File: config.mk
export PLATFORM = sky130hd
export DESIGN_NAME = conv_window_gen_flat
export DESIGN_NICKNAME = d
export VERILOG_FILES = /design/src/rtl/conv_window_if.sv /design/src/rtl/conv_window_gen.sv /design/src/flat_wrapper.sv
export SDC_FILE = /design/constraint.sdc
export NUM_CORES = 1
export LEC_CHECK = 0
export CAP_MARGIN = 20
export CELL_PAD_IN_SITES_DETAIL_PLACEMENT = 1
export CELL_PAD_IN_SITES_GLOBAL_PLACEMENT = 2
export CORE_AREA = 2 2 319 321
export DETAILED_ROUTE_END_ITERATION = 16
export DIE_AREA = 0 0 321 323
export DONT_BUFFER_PORTS = 1
export PLACE_DENSITY = 0.76
export SLEW_MARGIN = 5
export SYNTH_ARGS = -nofsm -noshare
export SYNTH_HDL_FRONTEND = slang
export SYNTH_SLANG_ARGS = --single-unit
File: constraint.sdc
create_clock -name clk -period 4.75 [get_ports clk]
set_input_delay 0.95 -clock clk [delete_from_list [all_inputs] [get_ports clk]]
set_output_delay 0.95 -clock clk [all_outputs]
set_load 0.01 [all_outputs]
File: src/rtl/conv_window_if.sv
// Pixel-stream in / sliding-window out bundle for conv_window_gen.
// The master side feeds pixels; the slave side (the generator) returns windows.
interface conv_window_if #(
  parameter int WIDTH     = 28,
  parameter int HEIGHT    = 28,
  parameter int DATA_BITS = 8,
  parameter int K         = 5
);
  localparam int CW = $clog2(WIDTH);
  localparam int RW = $clog2(HEIGHT);

  logic                     clear;
  logic                     valid_in;
  logic [DATA_BITS-1:0]     data_in;
  logic [K*K*DATA_BITS-1:0] win_out;
  logic                     valid_out;
  logic [RW-1:0]            out_row;
  logic [CW-1:0]            out_col;
  logic                     frame_done;

  modport master (
    output clear, valid_in, data_in,
    input  win_out, valid_out, out_row, out_col, frame_done
  );

  modport slave (
    input  clear, valid_in, data_in,
    output win_out, valid_out, out_row, out_col, frame_done
  );
endinterface

File: src/rtl/conv_window_gen.sv
// Sliding K x K window generator over a raster pixel stream, using K-1 line
// buffers and a shifting window register, with optional stride-2 decimation.
module conv_window_gen #(
  parameter int WIDTH     = 28,
  parameter int HEIGHT    = 28,
  parameter int DATA_BITS = 8,
  parameter int K         = 5,
  parameter int STRIDE    = 1
) (
  input logic         clk,
  input logic         rst_n,
  conv_window_if.slave bus
);
  localparam int CW = $clog2(WIDTH);
  localparam int RW = $clog2(HEIGHT);
  localparam int SH = STRIDE - 1;
  localparam int FW = K * K * DATA_BITS;
  localparam logic [CW-1:0] COL_FIRST = CW'(K - 1);
  localparam logic [CW-1:0] COL_LAST  = CW'(WIDTH - 1);
  localparam logic [RW-1:0] ROW_FIRST = RW'(K - 1);
  localparam logic [RW-1:0] ROW_LAST  = RW'(HEIGHT - 1);

  logic [CW-1:0]        col_r;
  logic [RW-1:0]        row_r;
  logic [DATA_BITS-1:0] line_r [K-1][WIDTH];
  logic [DATA_BITS-1:0] win_r [K][K];
  logic [DATA_BITS-1:0] column_s [K];
  logic [DATA_BITS-1:0] next_win_s [K][K];
  logic [FW-1:0]        flat_s;
  logic                 accept_s;
  logic                 emit_s;
  logic                 last_s;
  logic [CW-1:0]        col_off_s;
  logic [RW-1:0]        row_off_s;

  logic                 valid_out_r;
  logic                 frame_done_r;
  logic [FW-1:0]        win_out_r;
  logic [RW-1:0]        out_row_r;
  logic [CW-1:0]        out_col_r;

  // Accept/emit decision; column/row gating keeps previous rows and frames out
  always_comb begin
    accept_s  = bus.valid_in & ~bus.clear;
    col_off_s = col_r - COL_FIRST;
    row_off_s = row_r - ROW_FIRST;
    emit_s    = 1'b0;
    if (accept_s && (row_r >= ROW_FIRST) && (col_r >= COL_FIRST)) begin
      if (STRIDE == 1) begin
        emit_s = 1'b1;
      end else begin
        emit_s = ~row_off_s[0] & ~col_off_s[0];
      end
    end else begin
      emit_s = 1'b0;
    end
    last_s = accept_s && (row_r == ROW_LAST) && (col_r == COL_LAST);
  end

  // Incoming column (oldest row at index 0) and the window after this shift
  always_comb begin
    for (int i = 0; i < K; i++) begin
      column_s[i] = '0;
    end
    for (int i = 0; i < K - 1; i++) begin
      column_s[i] = line_r[i][col_r];
    end
    column_s[K-1] = bus.data_in;
    for (int i = 0; i < K; i++) begin
      for (int j = 0; j < K - 1; j++) begin
        next_win_s[i][j] = win_r[i][j+1];
      end
      next_win_s[i][K-1] = column_s[i];
    end
    flat_s = '0;
    for (int i = 0; i < K; i++) begin
      for (int j = 0; j < K; j++) begin
        flat_s[(i*K+j)*DATA_BITS +: DATA_BITS] = next_win_s[i][j];
      end
    end
  end

  // Raster position of the next pixel to be accepted
  always_ff @(posedge clk or negedge rst_n) begin
    if (!rst_n) begin
      col_r <= '0;
      row_r <= '0;
    end else if (bus.clear) begin
      col_r <= '0;
      row_r <= '0;
    end else if (accept_s) begin
      if (col_r == COL_LAST) begin
        col_r <= '0;
        row_r <= (row_r == ROW_LAST) ? '0 : row_r + 1'b1;
      end else begin
        col_r <= col_r + 1'b1;
      end
    end
  end

  // Line buffers age by one row per column visit; window shifts left per pixel
  always_ff @(posedge clk) begin
    if (accept_s) begin
      for (int i = 0; i < K - 2; i++) begin
        line_r[i][col_r] <= line_r[i+1][col_r];
      end
      line_r[K-2][col_r] <= bus.data_in;
      win_r <= next_win_s;
    end
  end

  // Registered outputs; window and coordinates hold between valid cycles
  always_ff @(posedge clk or negedge rst_n) begin
    if (!rst_n) begin
      valid_out_r  <= 1'b0;
      frame_done_r <= 1'b0;
      win_out_r    <= '0;
      out_row_r    <= '0;
      out_col_r    <= '0;
    end else begin
      valid_out_r  <= emit_s;
      frame_done_r <= last_s;
      if (emit_s) begin
        win_out_r <= flat_s;
        out_row_r <= row_off_s >> SH;
        out_col_r <= col_off_s >> SH;
      end
    end
  end

  assign bus.valid_out  = valid_out_r;
  assign bus.frame_done = frame_done_r;
  assign bus.win_out    = win_out_r;
  assign bus.out_row    = out_row_r;
  assign bus.out_col    = out_col_r;
endmodule

File: src/flat_wrapper.sv
// flat-port wrapper written by rule: the top's interface ports become plain ports
module conv_window_gen_flat 
#(
  parameter int WIDTH     = 28,
  parameter int HEIGHT    = 28,
  parameter int DATA_BITS = 8,
  parameter int K         = 5,
  parameter int STRIDE    = 1
)
  (clk, rst_n, bus_clear, bus_valid_in, bus_data_in, bus_win_out, bus_valid_out, bus_out_row, bus_out_col, bus_frame_done);
  conv_window_if #(.WIDTH(WIDTH), .HEIGHT(HEIGHT), .DATA_BITS(DATA_BITS), .K(K)) bus_i ();
  input logic clk;
  input logic rst_n;
  input wire logic [$bits(bus_i.clear)-1:0] bus_clear;
  input wire logic [$bits(bus_i.valid_in)-1:0] bus_valid_in;
  input wire logic [$bits(bus_i.data_in)-1:0] bus_data_in;
  output wire logic [$bits(bus_i.win_out)-1:0] bus_win_out;
  output wire logic [$bits(bus_i.valid_out)-1:0] bus_valid_out;
  output wire logic [$bits(bus_i.out_row)-1:0] bus_out_row;
  output wire logic [$bits(bus_i.out_col)-1:0] bus_out_col;
  output wire logic [$bits(bus_i.frame_done)-1:0] bus_frame_done;
  assign bus_i.clear = bus_clear;
  assign bus_i.valid_in = bus_valid_in;
  assign bus_i.data_in = bus_data_in;
  assign bus_win_out = bus_i.win_out;
  assign bus_valid_out = bus_i.valid_out;
  assign bus_out_row = bus_i.out_row;
  assign bus_out_col = bus_i.out_col;
  assign bus_frame_done = bus_i.frame_done;
  conv_window_gen #(.WIDTH(WIDTH), .HEIGHT(HEIGHT), .DATA_BITS(DATA_BITS), .K(K), .STRIDE(STRIDE)) u_core (.clk(clk), .rst_n(rst_n), .bus(bus_i));
endmodule
**Word-level counts from Yosys, hierarchy flattened**

Memory sizes are Yosys's and may differ from the RTL's.
Index checks and enable logic that the tools add are counted.

- Bits in registers: 382
- Memory bits (writable): 896
- Word-level logic and storage cells: 73
- Output and inout port bits: 212
- Memories kept: 1
- Bits of input ports: 12

Memory list:

| memory | words | width | read ports | clocked after memory_dff | write ports | RTL line | RTL |
|---|---|---|---|---|---|---|---|
| u_core.line_r | 4 | 224 | 4 | 0 | 4 | conv_window_gen.sv:25 | `logic [DATA_BITS-1:0] line_r [K-1][WIDTH];` |

- Mux-type cells: 24
- Bitwise operators: 3
- $add $sub $neg: 4
- Order comparisons: 4
- Reduce and logical (&&, ||, !) cells: 8
- Equal/unequal tests: 2

Operators with widths:

| operator | count |
|---|---|
| $mux W224 | 1 |
| $bmux W8 S5 | 4 |
| $mux W8 | 9 |
| $demux W8 S5 | 1 |
| $mux W5 | 7 |
| $add A5 B1 Y5 const B | 2 |
| $eq A5 B5 Y1 const B | 2 |
| $ge A5 B3 Y1 const B | 2 |
| $sub A5 B3 Y5 const B | 2 |
| $ge A6 B6 Y1 const B | 1 |
| $lt A6 B1 Y1 const B | 1 |
| $not A5 Y6 | 1 |
| $logic_and A1 B1 Y1 | 5 |
| $reduce_bool A2 Y1 | 2 |
| $mux W1 | 2 |
| $reduce_and A2 Y1 | 1 |
| $and A1 B1 Y1 | 1 |
| $not A1 Y1 | 1 |

**Logic depth before layout (Yosys ltp)**

Gate-level depths: netlist of run 1.

- Depth after elaboration: 6
- Gate-level depth with buffers: 14
- Depth with buffers taken out: 7

**Worst setup path before layout of run 1**

OpenSTA, ideal clock, no wires.

- Path type: input-to-reg
- Start point: input bus_valid_in
- End point: memory u_core.line_r[0][48] (netlist name), enable pin
- Path buffers: 1
- Data arrival time: 6.624 ns
- Slack: -2.295 ns
- Required time: 4.329 ns
- Library setup time: 0.421 ns
- Stages on the path: 5
- Cell sequence: buf_2 nand2b_1 inv_1 nand2_1 nor2_1

RTL lines:

| element | RTL line | RTL |
|---|---|---|
| start: declaration | flat_wrapper.sv:15 | `input wire logic [$bits(bus_i.valid_in)-1:0] bus_valid_in;` |
| end: declaration | conv_window_gen.sv:25 |  |

==> results of run 1 <==
==> logic make-up (layout without fill, tap and decap cells) <==
kind of cell	count (synthesis)	after routing	synth area share, %
AOI/OAI and AO/OA	228	228	3.09
muxes	438	438	10.5
xor gates and xnor gates	2	2	0.0368
buffers and inverters	156	367	1.76
adders and majority gates	14	14	0.368
DFF	1278	1278	78.2
and+or+nand+nor	703	703	6.09
==> registers in the layout, indices dropped and copies added, names as in the netlist <==
name                   flops
u_core.flat_s            160
u_core.bus.win_out       200
u_core.bus.out_row         5
u_core.line_r            896
u_core.bus.valid_out       1
u_core.col_r               5
u_core.bus.out_col         5
u_core.row_r               5
u_core.bus.frame_done      1
==> critical path: cells and delay by family, from the launching register on <==
kind            cells  cell delay [ns]
buf+inv             1             0.32
mux                 1             0.52
simple gates        3             1.84
compound gates      1             0.12
flops               1             1.00
==> how the worst min path moves through the flow <==
stage,from,end,depth (start not counted)
5_1_grt,rst_n,u_core.bus.win_out[59]$_DFFE_PN0P_,0
6_report,rst_n,u_core.bus.win_out[41]$_DFFE_PN0P_,0
4_1_cts,rst_n,u_core.bus.win_out[68]$_DFFE_PN0P_,0
3_5_place_dp,u_core.flat_s[87]$_DFFE_PP_,u_core.bus.win_out[87]$_DFFE_PN0P_,2
2_1_floorplan,u_core.flat_s[0]$_DFFE_PP_,u_core.bus.win_out[0]$_DFFE_PN0P_,2
3_3_place_gp,u_core.flat_s[44]$_DFFE_PP_,u_core.bus.win_out[44]$_DFFE_PN0P_,2
==> stage by stage <==
| step | power [mW] | cells | setup WS (ns) |
|---|---|---|---|
| after global routing | 24.0 | 4339 | 0.639 |
| after global placement | 13.5 | 4095 | 1.15 |
| after CTS | 23.5 | 4338 | 0.904 |
| after floorplan | 13.2 | 2819 | -0.427 |
| final | 23.3 | 4339 | 0.830 |
| after detailed placement | 13.6 | 4095 | 0.919 |
==> per-layer routing <==
layer / wire length (um) / global-route usage (%) / up-vias
li1: - / - / 10900
met1: 53900 / 34.9 / 13500
met2: 61600 / 40.0 / 1106
met3: 11200 / 5.47 / 199
met4: 3180 / 7.53 / 0
met5: 0 / 0 / -
==> power by group <==
group	switching, mW	total (mW)	internal [mW]
Clock	4.22	10.0	5.78
Combinational	0.600	0.861	0.261
Sequential	0.0702	12.5	12.4
Total	4.89	23.3	18.5
==> layout by cell type, fill, tap and decap left out, drive strengths merged, types with 5 or more instances in the layout <==
| master | synthesis | final |
|---|---|---|
| clkbuf | 20 | 191 |
| dfrtp | 222 | 222 |
| nor2 | 37 | 37 |
| inv | 10 | 17 |
| nand2 | 558 | 558 |
| mux2 | 33 | 33 |
| a211oi | 18 | 18 |
| mux4 | 43 | 43 |
| nor3 | 8 | 8 |
| bufinv | 0 | 6 |
| ha | 14 | 14 |
| o22ai | 151 | 151 |
| clkinv | 0 | 37 |
| mux2i | 362 | 362 |
| or3 | 5 | 5 |
| buf | 126 | 114 |
| a22oi | 31 | 31 |
| edfxtp | 1056 | 1056 |
| nand3 | 37 | 37 |
| nand4bb | 5 | 5 |
| o21ai | 11 | 11 |
| nor4 | 29 | 29 |
| a21oi | 11 | 11 |
==> final cells by class <==
| cell class | count | area [um2] |
|---|---|---|
| fillers | 9243 | 46700 |
| flip-flops and latches | 1278 | 37300 |
| multi-input cells | 1385 | 9810 |
| clock buffers | 191 | 3720 |
| well taps | 1309 | 1640 |
| repair buffers | 114 | 1080 |
| clock inverters | 52 | 448 |
| inverters | 10 | 46.3 |
==> metrics.csv, run 1 <==
metric,value,unit
worstMarginPinSlew,1.09,ns
worst-path-max-fanout,33,
cts_max_level,4,
clk_path_buf_depth,3,
hold-worst-slack,-0.0858,ns
relSlewSlack,27.5,%
cellLeakagePower,19.3,nW
wl,130,mm
syn_area_per_cell,16.9,um2
die-area,104000,um2
startpoint,u_core.col_r[4]$_DFFE_PN0P_,
skew,0.0273,ns
avgViaCountPerCell,5.92,
power_density,432,nW/um2
fin_crit,3.92,ns
ir_worst_vdd,303,uV
dp_hpwl,75.5,mm
synth_most_common_cell,edfxtp_1,
netlist-cell-type-count,42,
cts_setup_buffers,0,
rows,117,
grt_pass1_wl,188,mm
clk_pin_slew_worst_paths,0.06,ns
grt_max_degree,223,
ctsRootBufferMaster,clkbuf_16,
timing.fmax,0.255,GHz
worstPathRequired,5.36,ns
start_util,47.3,%
grtUsageTotal,25.1,%
coreArea,101000,um2
post_drt_wl_per_cell,29.9,um
rr_worst_depth,6,
rsz0062_at_grt,no,
reg2reg_slack,0.83,ns
netlist_top_cells_area,"edfxtp_1 (67%), dfrtp_1 (12%), mux2i_1 (7.6%), nand2_1 (4.4%), mux4_2 (2.0%)",
post_cts_resized,0,
ys_seq_elements,1278,
fin_util,53.6,%
crit_path_end_kind,flip-flop,
dr.pass1.iters,5,
nets,2947,
worstSetupPathType,flip-flop to flip-flop,
cp_cell_sequence,"or4b_1, buf_4, o22ai_1, nor4_1, nand2_1, mux2_4",
die_w,321,um
post_dp_cell_area,49800,um2
slowest_delay,1.00,ns
yosysTopAreaCellShare,66.5,%
syn_inst,2819,
fin_area,54000,um2
finalMaxSlewViolations,0,
synthArstFlopShare,17.4,%
clk_latency,0.74,ns
grt-ovfl-total,0,
antenna_found_initial,5,
worst_setup_path_start_kind,flip-flop,
drt_iter0_markers,2777,
outcome,finished with violations,
synth-edff-count,1056,
routabilityCongestion,0.817,
ys_warn_count,0,
hold_viol_final,160,
drc,0,
n_antenna_cell,0,
syn_area,47700,um2
die_h,323,um
slowest_stage,dfrtp_1,
ant_nets,0,
ys_seq_area_share,78.2,%
critPathArrivalTime,4.53,ns
clock-sinks,1278,
failed_checks,hold timing,
fin_crit_sh,82.5,%
cts_inserted_buffers,132,
first_global_vias,26500,
crit_end,u_core.bus.win_out[116]$_DFFE_PN0P_,
rr_startpoint,u_core.col_r[4]$_DFFE_PN0P_,
synth_nets,2845,
synth.largest_area_cell,edfxtp_1,
hp-class,input port to asynchronous set/reset pin,
reg2reg_to,u_core.bus.win_out[116]$_DFFE_PN0P_,
num_vias,25700,
fin_setup_tns,0,ns
drv_cap,0,
port_buffers,0,
cts_tree,built,
synthToLayoutAreaGrowth,13.3,%
synth-main-ff-cell,edfxtp_1,
finalSetupViolCount,0,
synth.top_cells.by_count,"edfxtp_1 (1056), nand2_1 (558), mux2i_1 (362)",
drive_gt1_share,13.4,%
num_io_pins,224,
No activity file was read; power rests on OpenSTA's default activity.
==> inputs of run 2 (changes only) <==
- CORE_AREA: 2 2 319 321 -> 2 2 336 338
- DIE_AREA: 0 0 321 323 -> 0 0 338 340
- PLACE_DENSITY: 0.76 -> 0.72
- clock period: 4.75 -> 3.6 ns (I/O delays scaled with it)
==> run 2 against run 1 <==
Effect of this change: the run still ends with hold timing left; clock-buffer cell count decreased by 16; combinational power is 43% higher; die area up 11%; total power increased by 34%; sequential share of layout area is 1.3 points lower; utilization shrank 4.3 points; first-iteration DRC count fell by 19%; fmax up 19%; clock power grew 36%.
==> metrics.csv, run 2 (synthesized netlist as in run 1, its figures left out) <==
metric,value,unit
port_buffers,0,
worstMarginPinSlew,1.06,ns
multi_input_area,9800,um2
startpoint,u_core.col_r[3]$_DFFE_PN0P_,
clk_latency,0.76,ns
num_vias,25800,
internal_power,24.6,mW
highest_layer,met4,
fin_util,49.3,%
worst-path-max-fanout,30,
clkPwrFrac,43.5,%
cts_tree,built,
drive_gt1_share,15.2,%
dp_cells,4339,
regArea,37300,um2
largest_reg_flops,896,
ant_nets,0,
die-area,115000,um2
route.met2.wl,63.4,mm
antenna_found_initial,4,
drt_iter0_markers,2251,
drv_cap,0,
nets,3002,
grt-ovfl-total,0,
setup_ws,0.318,ns
ctsRootBufferMaster,clkbuf_16,
num_io_pins,224,
worstPathRequired,4.22,ns
seqPwrFrac,52.6,%
worstSetupPathType,flip-flop to flip-flop,
cellLeakagePower,19.8,nW
power_density,569,nW/um2
rr_startpoint,u_core.col_r[3]$_DFFE_PN0P_,
cts_max_level,4,
cp_cell_sequence,"nand4bb_2, buf_12, o22ai_1, nor4_1, nand2_1, buf_4, mux2_2",
die_h,340,um
regMostFlops,u_core.line_r,
die_w,338,um
dr.pass1.iters,5,
slowest_stage,dfrtp_1,
fin_crit_sh,91.2,%
num-fill-cells,10400,
critical_path.top_delay_family,simple AND/OR/NAND/NOR gates,
post_drt_wl_per_cell,28.4,um
first_global_vias,27200,
fin_cells,4583,
finalMaxSlewViolations,0,
switching_share,21.3,%
grt_pass1_wl,189,mm
rows,123,
wl_met3,8.27,mm
relSlewSlack,29.0,%
slowest_delay,0.67,ns
coreArea,112000,um2
wl_met1,55.5,mm
fin_crit,3.28,ns
synthToLayoutAreaGrowth,15.4,%
grt_max_degree,223,
pre_cts_slack,0.500,ns
failed_checks,hold timing,
p_sw,6.65,mW
outcome,finished with violations,
start_util,42.7,%
crit_buf_inv,2,
layout_commonest_cell,edfxtp_1,
hold_viol_final,222,
avgViaCountPerCell,5.63,
cts_inserted_buffers,134,
wl,130,mm
drc,0,
fin_area,55000,um2
post_dp_cell_area,50700,um2
grtUsageTotal,22.7,%
total_power,31.3,mW
pwr-share-comb,3.9,%
routabilityCongestion,0.793,
final_cell_mix,"edfxtp_1 (1056), nand2_1 (558), mux2i_1 (362)",
hold_buffers,1,
dp_hpwl,75.9,mm
hold-worst-slack,-0.330,ns
crit_path_end_kind,flip-flop,
clock-sinks,1278,
critPathArrivalTime,3.91,ns
rsz0062_at_grt,no,
finalSetupViolCount,0,
reg2reg_slack,0.32,ns
clk_pin_slew_worst_paths,0.06,ns
timing.fmax,0.305,GHz
skew,0.0317,ns
worst_setup_path_start_kind,flip-flop,
clk_path_buf_depth,3,
hp-class,input port to asynchronous set/reset pin,
ir_worst_vdd,523,uV
-- run 2: layout make-up --
cell class                      instances  area share [%]
Sequential cell                      1278            67.7
Multi-Input combinational cell       1385            17.8
Clock buffer                          175            6.56
Tap cell                             1500            3.41
Timing Repair Buffer                  167            3.06
Clock inverter                         67            1.33
Inverter                               10          0.0841
Antenna cell                            1         0.00455
-- run 2: layer usage --
metal / vias up / GRT usage, %
met4: 0 / 6.29
li1: 11000 / -
met1: 13800 / 30.7
met3: 206 / 4.37
met2: 814 / 37.4
met5: - / 0
-- run 2: power by group through the flow --
stage                     Sequential, mW  Clock [mW]  Combinational, mW
after floorplan                     16.7           0              0.712
after global placement              16.8           0               1.18
after detailed placement            16.8           0               1.23
after CTS                           16.5        13.8               1.24
after global routing                16.5        14.4               1.31
final                               16.5        13.6               1.23
-- run 2: worst paths after layout --
kind | cells after the start | to
max in group asynchronous | 0 | u_core.bus.win_out[156]$_DFFE_PN0P_
min in group clk | 1 | u_core.col_r[2]$_DFFE_PN0P_
setup reg to reg | 7 | u_core.bus.win_out[79]$_DFFE_PN0P_
hold / removal | 0 | u_core.bus.win_out[101]$_DFFE_PN0P_
hold reg to reg | 2 | u_core.bus.win_out[5]$_DFFE_PN0P_
setup / recovery | 7 | u_core.bus.win_out[79]$_DFFE_PN0P_
-- run 2: through the flow --
step                setup TNS [ns]  hold slack (ns)
floorplan                  -921.27            0.415
detailed placement               0            0.426
global route                     0           -0.372
CTS                              0           -0.379
finish                           0           -0.330
global placement                 0            0.419
-- run 2: timing repair --
| action | in CTS | in global routing |
|---|---|---|
| endpoints found under the hold margin | 228 | 222 |
| setup buffers | 0 | 0 |
| resized for setup | 0 | 0 |
==> inputs of run 3 (changes only) <==
- CORE_AREA: 2 2 336 338 -> 2 2 344 346
- DIE_AREA: 0 0 338 340 -> 0 0 346 348
- DONT_BUFFER_PORTS: 1 -> not set
==> run 3 against run 2 <==
Effect of this change: utilization fell by 0.16 points; flip-flop and latch count did not move; the run now ends clean; wire length fell by 2.6%; largest cell class unchanged; fmax rose by 1.4%; highest routed layer is now met5; global-route usage fell by 1.5 points; register-to-register slack improved by 0.05 ns; clock skew fell by 0.00061 ns; setup slack improved by 0.045 ns; total power rose by 1.1%; design area rose by 4.5%; hold slack improved by 0.76 ns.
==> metrics.csv, run 3 (synthesized netlist as in run 1, its figures left out) <==
metric,value,unit
critPathArrivalTime,3.85,ns
drc,0,
die-area,120000,um2
num_vias,26100,
num_io_pins,224,
hold_viol_final,0,
crit_path_end_kind,flip-flop,
synthToLayoutAreaGrowth,20.6,%
routabilityCongestion,0.824,
clk_latency,0.75,ns
rsz0062_at_grt,no,
die_h,348,um
rows,126,
power_density,550,nW/um2
grt_pass1_wl,188,mm
crit_end,u_core.bus.win_out[119]$_DFFE_PN0P_,
start_util,40.7,%
worst-path-max-fanout,29,
ctsRootBufferMaster,clkbuf_16,
layout_commonest_cell,edfxtp_1,
worstSetupPathType,flip-flop to flip-flop,
outcome,finished clean,
skew,0.0311,ns
ant_nets,0,
first_global_vias,28000,
rr_startpoint,u_core.col_r[1]$_DFFE_PN0P_,
grt_max_degree,160,
drv_cap,0,
route.met2.wl,61.9,mm
port_buffers,223,
worstMarginPinSlew,1.04,ns
clock-sinks,1278,
startpoint,u_core.col_r[1]$_DFFE_PN0P_,
final_cell_mix,"edfxtp_1 (1056), nand2_1 (558), mux2i_1 (362)",
dp_hpwl,76.3,mm
fin_crit_sh,89.9,%
die_w,346,um
worst_setup_path_start_kind,flip-flop,
wl,127,mm
drive_gt1_share,14.0,%
post_drt_wl_per_cell,26.2,um
pre_cts_slack,0.380,ns
regMostFlops,u_core.line_r,
largest_reg_flops,896,
reg2reg_to,u_core.bus.win_out[119]$_DFFE_PN0P_,
cellLeakagePower,20.6,nW
cts_inserted_buffers,136,
avgViaCountPerCell,5.41,
cts_tree,built,
grt-ovfl-total,0,
hp-class,flip-flop to flip-flop,
wl_met3,6.86,mm
grtUsageTotal,21.1,%
rr_worst_depth,7,
wl_met1,54.8,mm
dr.pass1.iters,7,
cts_max_level,4,
ir_worst_vdd,517,uV
antenna_found_initial,2,
total_power,31.6,mW
post_cts_resized,0,
reg2reg_slack,0.36,ns
coreArea,117000,um2
n_antenna_cell,0,
setup_ws,0.364,ns
finalSetupViolCount,0,
clk_pin_slew_worst_paths,0.06,ns
worstPathRequired,4.22,ns
relSlewSlack,30.5,%
fin_crit,3.24,ns
clk_path_buf_depth,3,
finalMaxSlewViolations,0,
drt_iter0_markers,2011,
timing.fmax,0.309,GHz
highest_layer,met5,
nets,3217,
run 3: cell count changes in the layout (fill, tap and decap cells not counted), sizes merged:
cell,delta
buf,-9
bufinv,-2
diode,-1
inv,-2
clkbuf,+11
clkdlybuf4s50,+222
clkinv,-1
run 3: worst min path at each step:
stage	from	to	slack, ns	cells after the start
floorplan	u_core.flat_s[0]$_DFFE_PP_	u_core.bus.win_out[0]$_DFFE_PN0P_	0.41	2
global placement	u_core.flat_s[43]$_DFFE_PP_	u_core.bus.win_out[43]$_DFFE_PN0P_	0.42	2
detailed placement	u_core.flat_s[41]$_DFFE_PP_	u_core.bus.win_out[41]$_DFFE_PN0P_	0.42	2
CTS	u_core.flat_s[7]$_DFFE_PP_	u_core.bus.win_out[7]$_DFFE_PN0P_	0.44	2
global route	u_core.flat_s[88]$_DFFE_PP_	u_core.flat_s[80]$_DFFE_PP_	0.45	0
finish	u_core.flat_s[7]$_DFFE_PP_	u_core.bus.win_out[7]$_DFFE_PN0P_	0.43	2
run 3: power breakdown:
| group | switching (mW) | total [mW] | leakage, nW | internal (mW) |
|---|---|---|---|---|
| sequential | 0.0696 | 16.4 | 12.7 | 16.4 |
| combinational | 0.966 | 1.46 | 5.79 | 0.489 |
| clock | 5.63 | 13.7 | 2.15 | 8.10 |
run 3: metrics by stage:
stage	utilization [%]	hold WS, ns	cell area [um2]	setup TNS [ns]	cells
after global placement	45.4	0.420	53100	0	4588
after global routing	49.1	0.448	57500	0	4837
final	49.1	0.434	57500	0	4837
after detailed placement	45.4	0.424	53100	0	4588
after CTS	49.1	0.440	57500	0	4837
after floorplan	-	0.415	47800	-921.27	2819
run 3: critical path: stages (launching register included):
cell and delay, ns:
dfrtp_2 0.65, buf_4 0.35, and2_1 0.81, a22oi_1 0.19, nand3_1 0.29, nand3_1 0.25, buf_12 0.24, mux2_4 0.27
run 3: timing repair:
| item | 4_1_cts | 5_1_grt |
|---|---|---|
| buffers inserted | 0 | 0 |
| hold buffers | 1 | 0 |
| endpoints found under the hold margin | 55 | 0 |
run 3: area by class of cell:
cell class / instances / area, um2
clock buffer: 186 / 3860
clock inverter: 62 / 547
fill: 11000 / 59500
inverter: 10 / 46.3
multi-input combinational: 1385 / 9800
sequential: 1278 / 37300
tap: 1536 / 1920
timing repair buffer: 380 / 4040
run 3: layer usage:
metal	track usage (%)	vias to the layer above
met3	3.47	210
met1	28.6	13700
met5	0	-
li1	-	11400
met2	34.9	812
met4	6.93	2
